## src/rtl/instr_fetch_if.sv

```systemverilog
// Instruction-fetch bundle: the memory-side request/ack pair, the redirect
// port from the branch unit and the instruction handshake towards decode.
interface instr_fetch_if;
   logic        imem_req;
   logic [31:0] imem_addr;
   logic        imem_ack;
   logic [31:0] imem_rdata;
   logic        redirect;
   logic [31:0] redirect_pc;
   logic        instr_ready;
   logic        instr_valid;
   logic [31:0] instr;
   logic [31:0] instr_pc;
   logic [6:0]  opcode;

   // Fetch unit side
   modport master (
      output imem_req, imem_addr, instr_valid, instr, instr_pc, opcode,
      input  imem_ack, imem_rdata, redirect, redirect_pc, instr_ready
   );

   // Environment side (memory, branch unit, decode)
   modport slave (
      input  imem_req, imem_addr, instr_valid, instr, instr_pc, opcode,
      output imem_ack, imem_rdata, redirect, redirect_pc, instr_ready
   );
endinterface

```

## src/rtl/instr_fetch.sv

```systemverilog
// Single-entry instruction fetch stage. Issues one word fetch at a time,
// holds the returned instruction until decode takes it, and handles
// redirects by dropping any in-flight request instead of cancelling it,
// since the memory cannot abort an access once it has been requested.
module instr_fetch #(
   parameter logic [31:0] RESET_PC = 32'h0000_0000
) (
   input logic            clk,
   input logic            rst,
   instr_fetch_if.master  bus
);

   typedef enum logic [1:0] {
      FETCH = 2'd0,   // request outstanding at pc
      HOLD  = 2'd1,   // instruction parked for decode, no request
      DROP  = 2'd2    // stale request at req_addr must finish, result ignored
   } state_t;

   localparam logic [31:0] NOP_INSTR = 32'h0000_0013;

   state_t      state_q, state_d;
   logic [31:0] pc_q, pc_d;
   logic [31:0] req_addr_q, req_addr_d;
   logic [31:0] instr_q, instr_d;
   logic [31:0] instr_pc_q, instr_pc_d;
   logic        valid_q, valid_d;
   logic [31:0] target;

   // Redirect targets are forced onto a word boundary.
   assign target = {bus.redirect_pc[31:2], 2'b00};

   // State and datapath registers with synchronous reset.
   always_ff @(posedge clk) begin
      if (rst) begin
         state_q    <= FETCH;
         pc_q       <= RESET_PC;
         req_addr_q <= RESET_PC;
         instr_q    <= NOP_INSTR;
         instr_pc_q <= 32'h0000_0000;
         valid_q    <= 1'b0;
      end else begin
         state_q    <= state_d;
         pc_q       <= pc_d;
         req_addr_q <= req_addr_d;
         instr_q    <= instr_d;
         instr_pc_q <= instr_pc_d;
         valid_q    <= valid_d;
      end
   end

   // Next-state and next-datapath logic; redirect outranks every other event.
   always_comb begin
      state_d    = state_q;
      pc_d       = pc_q;
      req_addr_d = req_addr_q;
      instr_d    = instr_q;
      instr_pc_d = instr_pc_q;
      valid_d    = valid_q;
      case (state_q)
         FETCH: begin
            if (bus.redirect) begin
               pc_d = target;
               // Without an ack the old request is still on the bus and
               // must be allowed to finish at its original address.
               if (!bus.imem_ack) begin
                  req_addr_d = pc_q;
                  state_d    = DROP;
               end
            end else if (bus.imem_ack) begin
               instr_d    = bus.imem_rdata;
               instr_pc_d = pc_q;
               valid_d    = 1'b1;
               pc_d       = pc_q + 32'd4;
               state_d    = HOLD;
            end
         end
         HOLD: begin
            // Any ack seen here is ignored; no request is outstanding.
            if (bus.redirect) begin
               valid_d = 1'b0;
               pc_d    = target;
               state_d = FETCH;
            end else if (bus.instr_ready) begin
               valid_d = 1'b0;
               state_d = FETCH;
            end
         end
         DROP: begin
            if (bus.redirect) begin
               pc_d = target;
            end
            if (bus.imem_ack) begin
               state_d = FETCH;
            end
         end
         default: begin
            state_d = FETCH;
            valid_d = 1'b0;
         end
      endcase
   end

   // Output decode; everything is forced to its idle value while in reset.
   always_comb begin
      bus.imem_req    = 1'b0;
      bus.imem_addr   = pc_q;
      bus.instr_valid = 1'b0;
      bus.instr       = NOP_INSTR;
      bus.instr_pc    = 32'h0000_0000;
      bus.opcode      = 7'b000_0000;
      if (!rst) begin
         bus.imem_req    = (state_q != HOLD);
         bus.imem_addr   = (state_q == DROP) ? req_addr_q : pc_q;
         bus.instr_valid = valid_q;
         bus.instr       = instr_q;
         bus.instr_pc    = instr_pc_q;
         // A zero opcode lands in the controller's default case, so no
         // register or memory write can happen without a valid instruction.
         bus.opcode      = valid_q ? instr_q[6:0] : 7'b000_0000;
      end
   end

endmodule

```

## src/flat_wrapper.sv

```systemverilog
// flat-port wrapper written by rule: the top's interface ports become plain ports
module instr_fetch_flat 
#(
   parameter logic [31:0] RESET_PC = 32'h0000_0000
)
  (clk, rst, bus_imem_req, bus_imem_addr, bus_instr_valid, bus_instr, bus_instr_pc, bus_opcode, bus_imem_ack, bus_imem_rdata, bus_redirect, bus_redirect_pc, bus_instr_ready);
  instr_fetch_if bus_i ();
  input logic clk;
  input logic rst;
  output wire logic [$bits(bus_i.imem_req)-1:0] bus_imem_req;
  output wire logic [$bits(bus_i.imem_addr)-1:0] bus_imem_addr;
  output wire logic [$bits(bus_i.instr_valid)-1:0] bus_instr_valid;
  output wire logic [$bits(bus_i.instr)-1:0] bus_instr;
  output wire logic [$bits(bus_i.instr_pc)-1:0] bus_instr_pc;
  output wire logic [$bits(bus_i.opcode)-1:0] bus_opcode;
  input wire logic [$bits(bus_i.imem_ack)-1:0] bus_imem_ack;
  input wire logic [$bits(bus_i.imem_rdata)-1:0] bus_imem_rdata;
  input wire logic [$bits(bus_i.redirect)-1:0] bus_redirect;
  input wire logic [$bits(bus_i.redirect_pc)-1:0] bus_redirect_pc;
  input wire logic [$bits(bus_i.instr_ready)-1:0] bus_instr_ready;
  assign bus_imem_req = bus_i.imem_req;
  assign bus_imem_addr = bus_i.imem_addr;
  assign bus_instr_valid = bus_i.instr_valid;
  assign bus_instr = bus_i.instr;
  assign bus_instr_pc = bus_i.instr_pc;
  assign bus_opcode = bus_i.opcode;
  assign bus_i.imem_ack = bus_imem_ack;
  assign bus_i.imem_rdata = bus_imem_rdata;
  assign bus_i.redirect = bus_redirect;
  assign bus_i.redirect_pc = bus_redirect_pc;
  assign bus_i.instr_ready = bus_instr_ready;
  instr_fetch #(.RESET_PC(RESET_PC)) u_core (.clk(clk), .rst(rst), .bus(bus_i));
endmodule
```

## config.mk

```make
export PLATFORM = sky130hd
export DESIGN_NAME = instr_fetch_flat
export DESIGN_NICKNAME = d
export VERILOG_FILES = /design/src/rtl/instr_fetch_if.sv /design/src/rtl/instr_fetch.sv /design/src/flat_wrapper.sv
export SDC_FILE = /design/constraint.sdc
export NUM_CORES = 1
export LEC_CHECK = 0
export ABC_AREA = 1
export BUFFER_PORTS_ARGS = -buffer_cell sky130_fd_sc_hd__buf_2
export CAP_MARGIN = 20
export CORE_UTILIZATION = 54
export CTS_BUF_LIST = sky130_fd_sc_hd__clkbuf_2 sky130_fd_sc_hd__clkbuf_4 sky130_fd_sc_hd__clkbuf_8
export DETAILED_ROUTE_END_ITERATION = 8
export PLACE_DENSITY = 0.82
export SLEW_MARGIN = 0
export SYNTH_ARGS = -nofsm -noshare
export SYNTH_HDL_FRONTEND = slang
export SYNTH_SLANG_ARGS = --single-unit
```

## constraint.sdc

```tcl
create_clock -name clk -period 2.1 [get_ports clk]
set_input_delay 0 -clock clk [delete_from_list [all_inputs] [get_ports clk]]
set_output_delay 0 -clock clk [all_outputs]
set_load 0.01 [all_outputs]
```

# Word level (Yosys, flattened, before mapping)
# Cells that the tools add are included.
# totals
inputBits	69
wordCells	52
reg_bits	131
output_inout_bits	105
# classes
muxes	24
n_bitwise	3
n_addsub	1
eq_ne	10
reduce_logical	8
# op_table
cell	count
$mux 32	7
$pmux 32 s2	1
$add 32x3->32 const B	1
$mux 7	2
$mux 2	6
$ne 3x3->1 const B	3
$reduce_and 3->1	3
$reduce_and 4->1	2
$mux 1	6
$ne 2x2->1 const B	3
$pmux 2 s3	1
$ne 2x1->1 const B	2
$not 1->1	3
$pmux 1 s3	1
$eq 2x1->1 const B	1
$eq 2x2->1 const B	1
$logic_not 2->1	1
$reduce_bool 2->1	1
$reduce_or 2->1	1

# Logic depth before layout (Yosys ltp)
# logic_depth
word_depth	4
mapped_depth	10
mapped_depth_nobuf	10

# Least setup slack after synthesis
# No wires, ideal clock.
# synth_path
kind	reg2reg
from	register u_core.state_q[0]
to	register u_core.pc_q[14]
required_time_ns	1.984
setup_slack_ns	0.547
arrival_time_ns	1.437
period_less_slack_ns	1.553
setup_time_ns	0.116
stages_incl_launch_ff	9
path_buffers	2
cell_sequence	dfxtp_1 inv_1 ha_1 nor2_2 buf_4 buf_2 o21ai_0 a21oi_1 nor2_1
# synth_between
elab_chain_cells	4
elab_cells_between_ends	9
classes_between	eq/ne (4); mux (1); reduce/logical (4)
# synth_rtl
item	line	source
start, declared	instr_fetch.sv:21	state_t state_q, state_d;
start signal, assigned	instr_fetch.sv:42	state_q <= state_d;
$eq 2x1->1 / $eq 2x2->1 (equally long branches)	instr_fetch.sv:59	case (state_q)
$reduce_or 2->1 (no line)	n/a	
$ne 2x1->1 (no line) / $reduce_bool 2->1 (equally long branches)	n/a	
$reduce_and 3->1 (no line)	n/a	
end signal, assigned	instr_fetch.sv:43	pc_q <= pc_d;
end, declared	instr_fetch.sv:22	logic [31:0] pc_q, pc_d;
# Several ways; a longest one is shown, not always the timed one.
# A chain may end at the register's enable or synchronous reset.

# Worst setup path after layout
# layout_path
from	register u_core.state_q[0]
to	output bus_imem_addr[20]
# layout_between
elab_chain_cells	3
# layout_rtl
item	line	source
$eq 2x2->1	instr_fetch.sv:113	bus.imem_addr = (state_q == DROP) ? req_addr_q : pc_q;
$mux 32	instr_fetch.sv:113	
$mux 32	instr_fetch.sv:111	if (!rst) begin
end, declared	flat_wrapper.sv:11	output wire logic [$bits(bus_i.imem_addr)-1:0] bus_imem_addr;
# Every way passes these cells.

==> results.toml <==
[sta]
tightest_slew_ns = 0.498
final.setup.tns_ns = 0
drv_slew = 0
finalCriticalPeriod_ns = 1.95
max_freq_mhz = 512
rsz0062_at_grt = "false"
fin_ws_ns = 0.146
hold_viol = 0
setup_viol = 0
maxSlewHeadroom_pct = 66.6
period_share_pct = 93.0
finClkSkew_ns = 0.0108

[logic_synthesis]
syn_avg_cell_area_um2 = 6.51
ys_seq_area_share_pct = 39.6
synth_top_area_share_pct = 39.6
ys_types = 31
synth_async_sr_flop_share_pct = 0
synthTopCellsByArea = "dfxtp_1 (40%), a21oi_1 (11%), nor2_1 (11%)"
syn_area_mm2 = 0.00633
synth_enable_flop_cells = 0
ys_seq_elements = 125
syn-instance-count = 972
ys.flop_type = "dfxtp_1"
ys_warn_count = 0
yosysTopAreaCell = "dfxtp_1"

[min_path]
min_delay_path_depth = 4
worstHoldStart = "bus_redirect_pc[10]"
hold_end = "u_core.pc_q[10]"
min_path_type = "primary input to register"

[power]
leakagePower_uw = 0.00372
pwr-share-comb_pct = 26.4
worst_ir_drop_vdd_uv = 414
p_per_area_mw_per_mm2 = 841
switching_share_pct = 32.9
internal-power_uw = 4660
clkPwrFrac_pct = 32.2
p_switching_uw = 2290
seqPwrFrac_pct = 41.4

[layout]
diodes = 0
drive_above_1_share_pct = 20.3
nNetsFinal = 1251
syn_to_final_growth_pct = 30.7

[floorplan]
rows = 39
ioPinCount = 174
fp.dieH_um = 110
die_x_um = 110
initial_utilization_pct = 55.4
die_area_mm2 = 0.0122
core_area_mm2 = 0.0114

[worst_setup_path]
rr_worst_depth = 8
worstPathRequired_ns = 2.10
worst-path-max-fanout = 54
worstSetupEndpointType = "output pin"
cp_slowest_stage_delay_ns = 0.38
start_kind = "register"
critPathBufInv = 3
crit_chain = "inv_1, ha_1, nand2_1, buf_12, mux2_2, buf_2"
r2r-start = "u_core.state_q[0]"
critPathKind = "register to output pin"
reg2reg_setup_slack_ns = 0.20
crit_family = "buffers and inverters"
critical_path.slowest_cell = "mux2_2"
worst_ep_arrival_time_ns = 1.95
reg2reg_to = "u_core.instr_q[9]"

[drt]
wl_per_cell_um = 14.0
ant_nets = 0
drt_pass1_iterations = 5
route.met2.wl_mm = 8.62
dr_total_vias = 7043
drcViolationCount = 0
wl_met1_mm = 8.10
drt_iter0_drc = 731
routed_wl_mm = 18.7
wl_met3_mm = 1.43
highest_layer = "met4"
viasPerCell = 5.29

[cts]
clk_latency_ns = 0.43
postCtsSetupBuffers = 0
clockBufferDepth = 2
cts_root_buf = "clkbuf_8"
tritoncts = "yes"
cts_buffers = 17
htree_levels = 4
path_clk_slew_ns = 0.07
clock-sinks = 125

[place]
port_buffers = 167
dp_hpwl_mm = 12.1
place.gp.congestion = 0.941
place_ws_ns = 0.259

[global_route]
grt_overflow = 0
antenna_found_initial = 0
grt_max_degree = 93
grt_pass1_vias = 6147
grt_pass1_wl_mm = 29.0
grt_use_total_pct = 30.9

[flow_run]
maxCapViolations = 0

[run_status]
outcome = "complete, no violations"
## stage by stage
stage	util [%]	power [uW]	instance area, um^2	hold WS, ns	cells
2_1_floorplan	-	4050	6340	0.130	975
3_3_place_gp	63.2	4590	7220	0.222	1239
3_5_place_dp	63.2	4620	7220	0.229	1239
4_1_cts	72.4	6920	8270	0.00899	1332
5_1_grt	72.4	7350	8270	0.0559	1332
6_report	72.4	6950	8270	0.0329	1332
## sequential cells by signal (all words and copies together), names as in the netlist
name,count
u_core.instr_q,32
u_core.instr_pc_q,30
u_core.pc_q,30
u_core.req_addr_q,30
u_core.state_q,2
u_core.valid_q,1
## cell usage after synthesis, types with 3 or more instances
cell type / n
mux2_2: 6
nand4_1: 5
o21ai_1: 18
clkbuf_1: 22
o211ai_1: 3
o21ai_0: 96
inv_2: 6
nor3_1: 8
ha_1: 4
buf_4: 7
nor2_1: 178
nand2_1: 157
a31oi_1: 4
inv_1: 103
nor2_2: 8
dfxtp_1: 125
a21oi_1: 139
nor2_4: 5
nand3_1: 36
buf_2: 28
## power groups by stage
stage          Combinational, uW  Sequential, uW  Clock (uW)
6_report                    1830            2880        2240
3_3_place_gp                1680            2910           0
5_1_grt                     2060            2910        2370
2_1_floorplan               1190            2850           0
3_5_place_dp                1700            2920           0
4_1_cts                     1800            2870        2250
## worst max path at each step
stage / end / from / depth (start not counted) / slack, ns
finish: bus_imem_addr[20] / u_core.state_q[0] / 6 / 0.15
global route: u_core.pc_q[26] / u_core.pc_q[3] / 10 / 0.04
CTS: bus_imem_addr[7] / u_core.state_q[0] / 6 / 0.13
detailed placement: u_core.instr_q[9] / u_core.state_q[0] / 8 / 0.26
global placement: u_core.instr_q[7] / u_core.state_q[0] / 8 / 0.32
floorplan: u_core.pc_q[14] / u_core.state_q[0] / 8 / 0.55
## cells in the final DEF, fill, tap and decap left out, drive strengths merged
| master | n |
|---|---|
| a211oi | 1 |
| dlygate4sd3 | 63 |
| o31ai | 1 |
| bufinv | 3 |
| nor3 | 9 |
| or2 | 1 |
| nand3 | 36 |
| o21ai | 114 |
| ha | 4 |
| clkbuf | 23 |
| nor2 | 191 |
| a31oi | 4 |
| a221oi | 1 |
| o211ai | 3 |
| nand2 | 160 |
| buf | 180 |
| clkinv | 6 |
| nand4 | 5 |
| mux2 | 6 |
| o211a | 1 |
| a21oi | 139 |
| conb | 4 |
| inv | 109 |
| dfxtp | 125 |
## per-layer routing
metal,global-route usage (%),vias up
met1,39.1,3180
met3,6.35,46
met5,0,-
met4,14.7,0
met2,50.5,288
li1,-,3529
## area by class of cell
| class | instances | area, um^2 |
|---|---|---|
| fill | 936 | 3150 |
| multi-input combinational | 680 | 3150 |
| sequential | 125 | 2500 |
| timing repair buffer | 243 | 1600 |
| inverter | 111 | 417 |
| clock buffer | 23 | 310 |
| tap | 143 | 179 |
| clock inverter | 7 | 110 |
## worst min-delay path: cells and delay by family
family / cells / cell delay, ns
AOI/OAI and AO/OA: 2 / 0.31
buffers and inverters: 1 / 0.08
and+or+nand+nor: 1 / 0.04
## logic make-up after synthesis
logic type,Yosys count,synth area share [%]
flops,125,39.6
compound gates,264,21.3
other cells,1,0.0593
fa+ha+maj,4,0.791
simple gates,402,26.2
mux,6,1.07
buf+inv,170,11.1
## what timing repair did
action | in CTS | in global routing
resized for setup | 0 | 0
hold endpoints to repair | 66 | 0
hold buffers | 63 | 0
Note: power is estimated with default switching activity, not from simulation.
